$ cat src/rtl/mux_nchan_rr.sv
// mux_nchan_rr: N-channel W-bit stream multiplexer with valid/ready handshakes.
// The channel is picked by a fixed select or by round-robin over the valid
// channels. The output is one registered stage that carries a channel tag.
module mux_nchan_rr #(
  parameter int N     = 4,
  parameter int W     = 8,
  parameter int SEL_W = 2
) (
  input  logic               clk,
  input  logic               rst,
  input  logic [N*W-1:0]     in_data,
  input  logic [N-1:0]       in_valid,
  output logic [N-1:0]       in_ready,
  input  logic               mode,
  input  logic [SEL_W-1:0]   sel,
  output logic [W-1:0]       out_data,
  output logic [SEL_W-1:0]   out_chan,
  output logic               out_valid,
  input  logic               out_ready
);

  logic [SEL_W-1:0] rr_ptr;
  logic [SEL_W-1:0] grant;
  logic             gvalid;
  logic [W-1:0]     gdata;
  logic             load;
  logic [SEL_W-1:0] rr_grant;
  logic             rr_found;
  logic             fix_valid;
  logic [2*N-1:0]   rot;
  int unsigned      rr_off;
  int unsigned      rr_sum;

  // The output register can take a new word when it is empty or is being drained.
  assign load = !out_valid | out_ready;

  // Round-robin search: rotate the valid vector so that rr_ptr sits at bit 0,
  // then find the first set bit and map that offset back to a channel index.
  always_comb begin
    rot      = {in_valid, in_valid} >> rr_ptr;
    rr_found = 1'b0;
    rr_off   = 0;
    for (int unsigned k = 0; k < N; k++) begin
      if (!rr_found && rot[k]) begin
        rr_found = 1'b1;
        rr_off   = k;
      end
    end
    rr_sum = 32'(rr_ptr) + rr_off;
    if (rr_sum >= N) rr_sum = rr_sum - N;
    rr_grant = SEL_W'(rr_sum);
  end

  // Fixed-select validity: a sel value with no matching channel never grants.
  always_comb begin
    fix_valid = 1'b0;
    for (int unsigned i = 0; i < N; i++) begin
      if (sel == SEL_W'(i)) fix_valid = in_valid[i];
    end
  end

  // Choose the grant for the active mode and select that channel's data.
  always_comb begin
    grant  = mode ? rr_grant : sel;
    gvalid = mode ? rr_found : fix_valid;
    gdata  = '0;
    for (int unsigned i = 0; i < N; i++) begin
      if (grant == SEL_W'(i)) gdata = in_data[i*W +: W];
    end
  end

  // One-hot ready for the granted channel. It is held low during reset.
  always_comb begin
    in_ready = '0;
    for (int unsigned i = 0; i < N; i++) begin
      in_ready[i] = !rst & load & gvalid & (grant == SEL_W'(i));
    end
  end

  // Output register and round-robin pointer.
  always_ff @(posedge clk) begin
    if (rst) begin
      out_valid <= 1'b0;
      out_data  <= '0;
      out_chan  <= '0;
      rr_ptr    <= '0;
    end else begin
      if (load & gvalid) begin
        out_data  <= gdata;
        out_chan  <= grant;
        out_valid <= 1'b1;
        if (mode) rr_ptr <= (grant == SEL_W'(N-1)) ? '0 : grant + 1'b1;
      end else if (out_ready) begin
        out_valid <= 1'b0;
      end
    end
  end

endmodule

$ cat config.mk
export PLATFORM = sky130hd
export DESIGN_NAME = mux_nchan_rr
export DESIGN_NICKNAME = d
export VERILOG_FILES = /design/src/rtl/mux_nchan_rr.sv
export SDC_FILE = /design/constraint.sdc
export NUM_CORES = 1
export LEC_CHECK = 0
export ABC_AREA = 1
export CORE_MARGIN = 2
export CORE_UTILIZATION = 40
export CTS_BUF_LIST = sky130_fd_sc_hd__clkbuf_16
export CTS_CLUSTER_DIAMETER = 120
export CTS_CLUSTER_SIZE = 10
export DETAILED_ROUTE_END_ITERATION = 6
export PLACE_DENSITY = 0.79
export SETUP_SLACK_MARGIN = 0.1
export SLEW_MARGIN = 20
export SYNTH_ARGS = -nofsm -noshare
export SYNTH_HDL_FRONTEND = slang
export SYNTH_SLANG_ARGS = --single-unit
$ cat constraint.sdc
create_clock -name clk -period 6.5 [get_ports clk]
set_clock_uncertainty 0.1 [all_clocks]
set_input_delay 1.95 -clock clk [delete_from_list [all_inputs] [get_ports clk]]
set_output_delay 1.95 -clock clk [all_outputs]
set_load 0.01 [all_outputs]
After elaboration in Yosys (flattened, before gate mapping)
Cells that the tools add are included.
- flip-flop bits (word level): 13
- input port bits: 42
- output and inout bits: 15
- word-level logic and storage cells: 56
- add/sub/neg operators: 3
- order comparisons: 1
- equality and inequality tests: 6
- shift operators: 1
- multiplexer cells: 21
- bitwise gates (word level): 8
- reductions and logical operators: 12
- operators by type and width (kind ; count):
    32-bit two-way mux ; 2
    2-bit by 32-bit adder with 32-bit output ; 1
    32-bit by 3-bit >= comparator with 1-bit output (second input constant) ; 1
    8-bit two-way mux ; 4
    1-bit two-way mux ; 12
    2-bit equality test (second input constant) ; 4
    8-bit by 2-bit right shift with 4-bit output ; 1
    1-bit AND ; 7
    2-bit two-way mux ; 3
    1-bit zero test ; 5
    2-bit by 1-bit equality test with 1-bit output (second input constant) ; 2
    2-bit zero test ; 2
    1-bit logical AND ; 3
    2-bit by 1-bit adder with 2-bit output (second input constant) ; 1
    2-bit AND reduction ; 1
    2-bit nonzero test ; 1
    2-bit by 1-bit subtractor with 2-bit output (second input constant) ; 1
    1-bit OR ; 1

Logic depth before layout (Yosys ltp)
- depth in word-level cells: 20
- gate-level depth with buffers: 22
- depth with buffers taken out: 22

Worst setup path before layout
No wires, ideal clock.
- path kind: input to output
- start point: input in_valid[1]
- end point: output in_ready[3]
- data arrival time: 3.868 ns
- setup slack: 0.582 ns
- stages: 16
- buffers on the path: 2
- path through: nand2_1 nand3_1 nand2_2 nand3_1 a21boi_0 ha_1 xor2_1 inv_1 nand2_1 nand3_1 nand2_1 ha_1 clkbuf_1 clkbuf_1 inv_1 nor2_1
- word-level cells in the longest chain between the ends: 17
- elaborated cells on any way between the ends: 26
- those cells by class: add/sub (2); order compare (1); eq/ne (1); shift (1); mux (13); bitwise (2); reduce/logical (6)
- ends and longest elaborated chain (item ; RTL line ; RTL):
    from (decl) ; 12 ; input logic [N-1:0] in_valid,
    8-bit by 2-bit right shift with 4-bit output (*) ; 40 ; rot = {in_valid, in_valid} >> rr_ptr;
    1-bit two-way mux ; 44 ; if (!rr_found && rot[k]) begin
    1-bit zero test ; 44 ;
    1-bit logical AND ; 44 ;
    1-bit two-way mux ; 44 ;
    1-bit zero test ; 44 ;
    1-bit logical AND ; 44 ;
    1-bit two-way mux ; 44 ;
    (+2 left out) ; -- ;
    32-bit two-way mux (*) ; 44 ;
    2-bit by 32-bit adder with 32-bit output (*) ; 49 ; rr_sum = 32'(rr_ptr) + rr_off;
    32-bit by 3-bit >= comparator with 1-bit output / 2-bit by 1-bit subtractor with 2-bit output (equally long branches) ; 50 ; if (rr_sum >= N) rr_sum = rr_sum - N;
    2-bit two-way mux (*) ; 50 ;
    2-bit two-way mux (*) ; 64 ; grant = mode ? rr_grant : sel;
    named net grant[1] ; 23 ; logic [SEL_W-1:0] grant;
    2-bit equality test (*) ; 76 ; in_ready[i] = !rst & load & gvalid & (grant == SEL_W'(i));
    1-bit AND (*) ; 76 ;
    to (decl) ; 13 ; output logic [N-1:0] in_ready,
The timed path passes the listed nets; every way through them passes the cells marked *.

Worst setup path in the final report
- start point: input in_valid[1]
- end point: output in_ready[0]
- word-level cells in the longest chain between the ends: 17
- elaborated cells on any way between the ends: 26
- those cells by class: add/sub (2); order compare (1); shift (1); mux (13); bitwise (2); reduce/logical (7)
- ends and longest elaborated chain (item ; RTL line):
    8-bit by 2-bit right shift with 4-bit output (*) ; 40
    1-bit two-way mux ; 44
    1-bit zero test ; 44
    1-bit logical AND ; 44
    1-bit two-way mux ; 44
    1-bit zero test ; 44
    1-bit logical AND ; 44
    1-bit two-way mux ; 44
    (+2 left out) ; --
    32-bit two-way mux (*) ; 44
    2-bit by 32-bit adder with 32-bit output (*) ; 49
    32-bit by 3-bit >= comparator with 1-bit output / 2-bit by 1-bit subtractor with 2-bit output (equally long branches) ; 50
    2-bit two-way mux (*) ; 50
    2-bit two-way mux (*) ; 64
    named net grant[1] ; 23
    2-bit zero test (*) ; 76
    1-bit AND (*) ; 76
Marks and branches as above.

==> impl_metrics.env <==
export IMPL_drt_drc_violations_left=0
export IMPL_fin_nets=299
export IMPL_grt_usage_pct=19.6
export IMPL_crit_path_end_kind="output port"
export IMPL_pwr_share_clk_pct=24.6
export IMPL_die_x_microns=58.3
export IMPL_diodes=0
export IMPL_setup_worst_path_start="in_valid[1]"
export IMPL_dr_pass1_iters=4
export IMPL_layout_drive_gt1_share_pct=20.3
export IMPL_synth_area_per_cell_sq_um=6.37
export IMPL_ir_drop_v=0.000246
export IMPL_p_sw_mw=0.166
export IMPL_hp_class="reg -> reg"
export IMPL_cp_max_fo=4
export IMPL_finalCritPeriodShare_pct=92.4
export IMPL_relSlewSlack_pct=75.2
export IMPL_r2r_start="rr_ptr[0]"
export IMPL_hold_start="out_chan[0]"
export IMPL_p_seq_share_pct=23.3
export IMPL_clock_fmax_mhz=167
export IMPL_core_area_sq_mm=0.00278
export IMPL_ys_seq_area_share_pct=22.1
export IMPL_placed_cell_area_sq_mm=0.00183
export IMPL_grt_ovfl_total=0
export IMPL_syn_nets=232
export IMPL_power_frac_comb_pct=52.1
export IMPL_cts_root_buf="clkbuf_16"
export IMPL_grt_pass1_wl_mm=5.17
export IMPL_num_rows=19
export IMPL_p_int_mw=0.291
export IMPL_cts_buffers=3
export IMPL_netlist_area_sq_mm=0.00118
export IMPL_final_area_sq_mm=0.00194
export IMPL_ios=57
export IMPL_yosys_warnings=0
export IMPL_nFillCells=239
export IMPL_slew_viol_final=0
export IMPL_area_growth_pct=64.4
export IMPL_status="finished clean"
export IMPL_clk_latency_ns=0.24
export IMPL_vias=1357
export IMPL_wire_per_inst_microns=11.5
export IMPL_drv_cap=0
export IMPL_synth_cells=185
export IMPL_fp_dieArea_sq_mm=0.00340
export IMPL_tritoncts="done"
export IMPL_start_util_pct=42.4
export IMPL_clock_sinks=13
export IMPL_wirelength_mm=3.24
export IMPL_ctsHoldBuffers=0
export IMPL_tns_ns=0
export IMPL_start_kind="input pin"
export IMPL_path_clk_slew_ns=0.04
export IMPL_period_needed_ns=6.00
export IMPL_p_leak_nw=0.889
export IMPL_worstSetupPathType="in -> out"
export IMPL_power_density_mw_per_mm2=236
export IMPL_setup_viol_count_final=0
export IMPL_first_iter_violations=61
export IMPL_cp_arrival_ns=3.95
export IMPL_htree_num_levels=1
export IMPL_synth_cell_types=28
export IMPL_via_per_inst=4.81
export IMPL_cts_buffer_depth=2
export IMPL_switching_share_pct=36.4
export IMPL_rsz0062_at_grt="false"
export IMPL_globalplace_congestion=0.856
export IMPL_portBuffers=56
export IMPL_finalHoldViolCount=0
export IMPL_worstMarginPinSlew_ns=0.369
export IMPL_ant_nets=0
export IMPL_dieHeight_microns=58.3
export IMPL_dp_hpwl_mm=2.52
export IMPL_antenna_found_initial=0
export IMPL_crit_required_ns=4.45
export IMPL_grt_pass1_vias=1258
export IMPL_grt_max_degree=17
export IMPL_ys_ff_latch=13
cells in the final DEF (no fill, tap or decap), types with 2 or more instances in the layout:
cell / instances
nand3_1: 10
o21ai_1: 6
a21oi_1: 10
clkbuf_16: 3
nor2_1: 12
buf_4: 15
dfxtp_1: 13
nand3_2: 2
inv_1: 18
nand2_1: 46
a21oi_2: 8
nand4_1: 10
o21ai_0: 12
dlygate4sd2_1: 2
ha_1: 4
dlymetal6s2s_1: 4
nand2_2: 13
clkdlybuf4s50_1: 48
clkdlybuf4s15_1: 2
inv_2: 3
synthesized netlist by cell type:
cell type	instances	share of area (%)
nand2_1	47	15
inv_1	17	5.4
dfxtp_1	13	22
o21ai_0	13	5.5
nand2_2	12	6.4
nor2_1	12	3.8
nand3_1	11	4.7
a21oi_1	10	4.2
nand4_1	10	5.3
a21oi_2	8	5.9
ha_1	5	5.3
o21ai_1	5	2.1
clkbuf_1	4	1.3
inv_2	3	0.96
buf_2	2	0.85
a21boi_0	1	0.64
buf_1	1	0.32
buf_12	1	1.7
buf_4	1	0.64
nand2_4	1	0.96
nand3_2	1	0.85
nand3_4	1	1.5
nand4_2	1	1.1
nor2_2	1	0.53
nor2_4	1	0.96
o211ai_1	1	0.64
o21bai_1	1	0.64
xor2_1	1	0.74
stage by stage:
stage	std cells	power [mW]	hold WS, ns	setup WS [ns]	util, %
4_1_cts	281	0.453	0.371	0.211	68.4
6_report	282	0.457	0.367	0.497	69.7
2_1_floorplan	185	0.246	0.387	0.582	-
5_1_grt	282	0.492	0.378	0.280	69.7
3_5_place_dp	277	0.339	0.363	-0.0742	65.7
3_3_place_gp	277	0.337	0.354	-0.0292	65.7
path summary, 6_finish.rpt:
kind	cells after the start	slack, ns	endpoint
min reg2reg	2	0.37	out_chan[0]
max reg2reg	22	3.17	out_data[2]
max	17	0.50	in_ready[0]
min	2	0.37	out_chan[0]
power groups by stage:
stage	Sequential [mW]	Combinational, mW	Clock, mW
3_3_place_gp	0.107	0.230	0
6_report	0.107	0.238	0.113
2_1_floorplan	0.111	0.134	0
3_5_place_dp	0.107	0.232	0
5_1_grt	0.108	0.268	0.116
4_1_cts	0.106	0.232	0.114
final cells by class:
class                   count  area (sq um)  area share [%]
clock buffers               3          75.1            3.87
clock inverters             1          3.75           0.194
inverters                  20          75.1            3.87
multi-input cells         143           805            41.5
flip-flops and latches     13           260            13.4
well taps                  31          38.8            2.00
repair buffers             71           681            35.1
critical path, stage by stage:
cell	delay, ns
dlymetal6s2s_1	0.15
nand2_1	0.09
nand3_1	0.10
nand2_2	0.11
nand3_1	0.07
a21boi_1	0.15
ha_2	0.20
xor2_2	0.16
inv_1	0.06
nand2_1	0.07
nand3_1	0.09
nand2_2	0.12
inv_1	0.06
ha_1	0.17
inv_1	0.07
nor2_1	0.04
dlygate4sd2_1	0.28
cell families (layout without fill, tap and decap cells):
kind of cell,after synthesis,count (layout),synth area share [%]
simple gates,98,98,41.0
compound gates,39,39,19.7
buf+inv,29,95,11.1
flops,13,13,22.1
fa+ha+maj,5,5,5.31
xor+xnor,1,1,0.743
routing by layer:
layer	vias up	wire, microns	global-route usage (%)
li1	737	-	-
met1	562	1490	25.6
met2	53	1530	31.5
met3	5	182	2.90
met4	0	48	8.97
met5	-	0	0
what timing repair did:
item	CTS	global route
endpoints found under the hold margin	0	0
resized for setup	6	10
setup buffers	0	1
setup endpoints to repair	4	4
pin swaps	0	3
sequential cells by signal, summed over array words and instances (netlist names):
signal / flops
out_data: 8
out_chan: 2
rr_ptr: 2
out_valid: 1
Power figures use the tool's default switching activity.
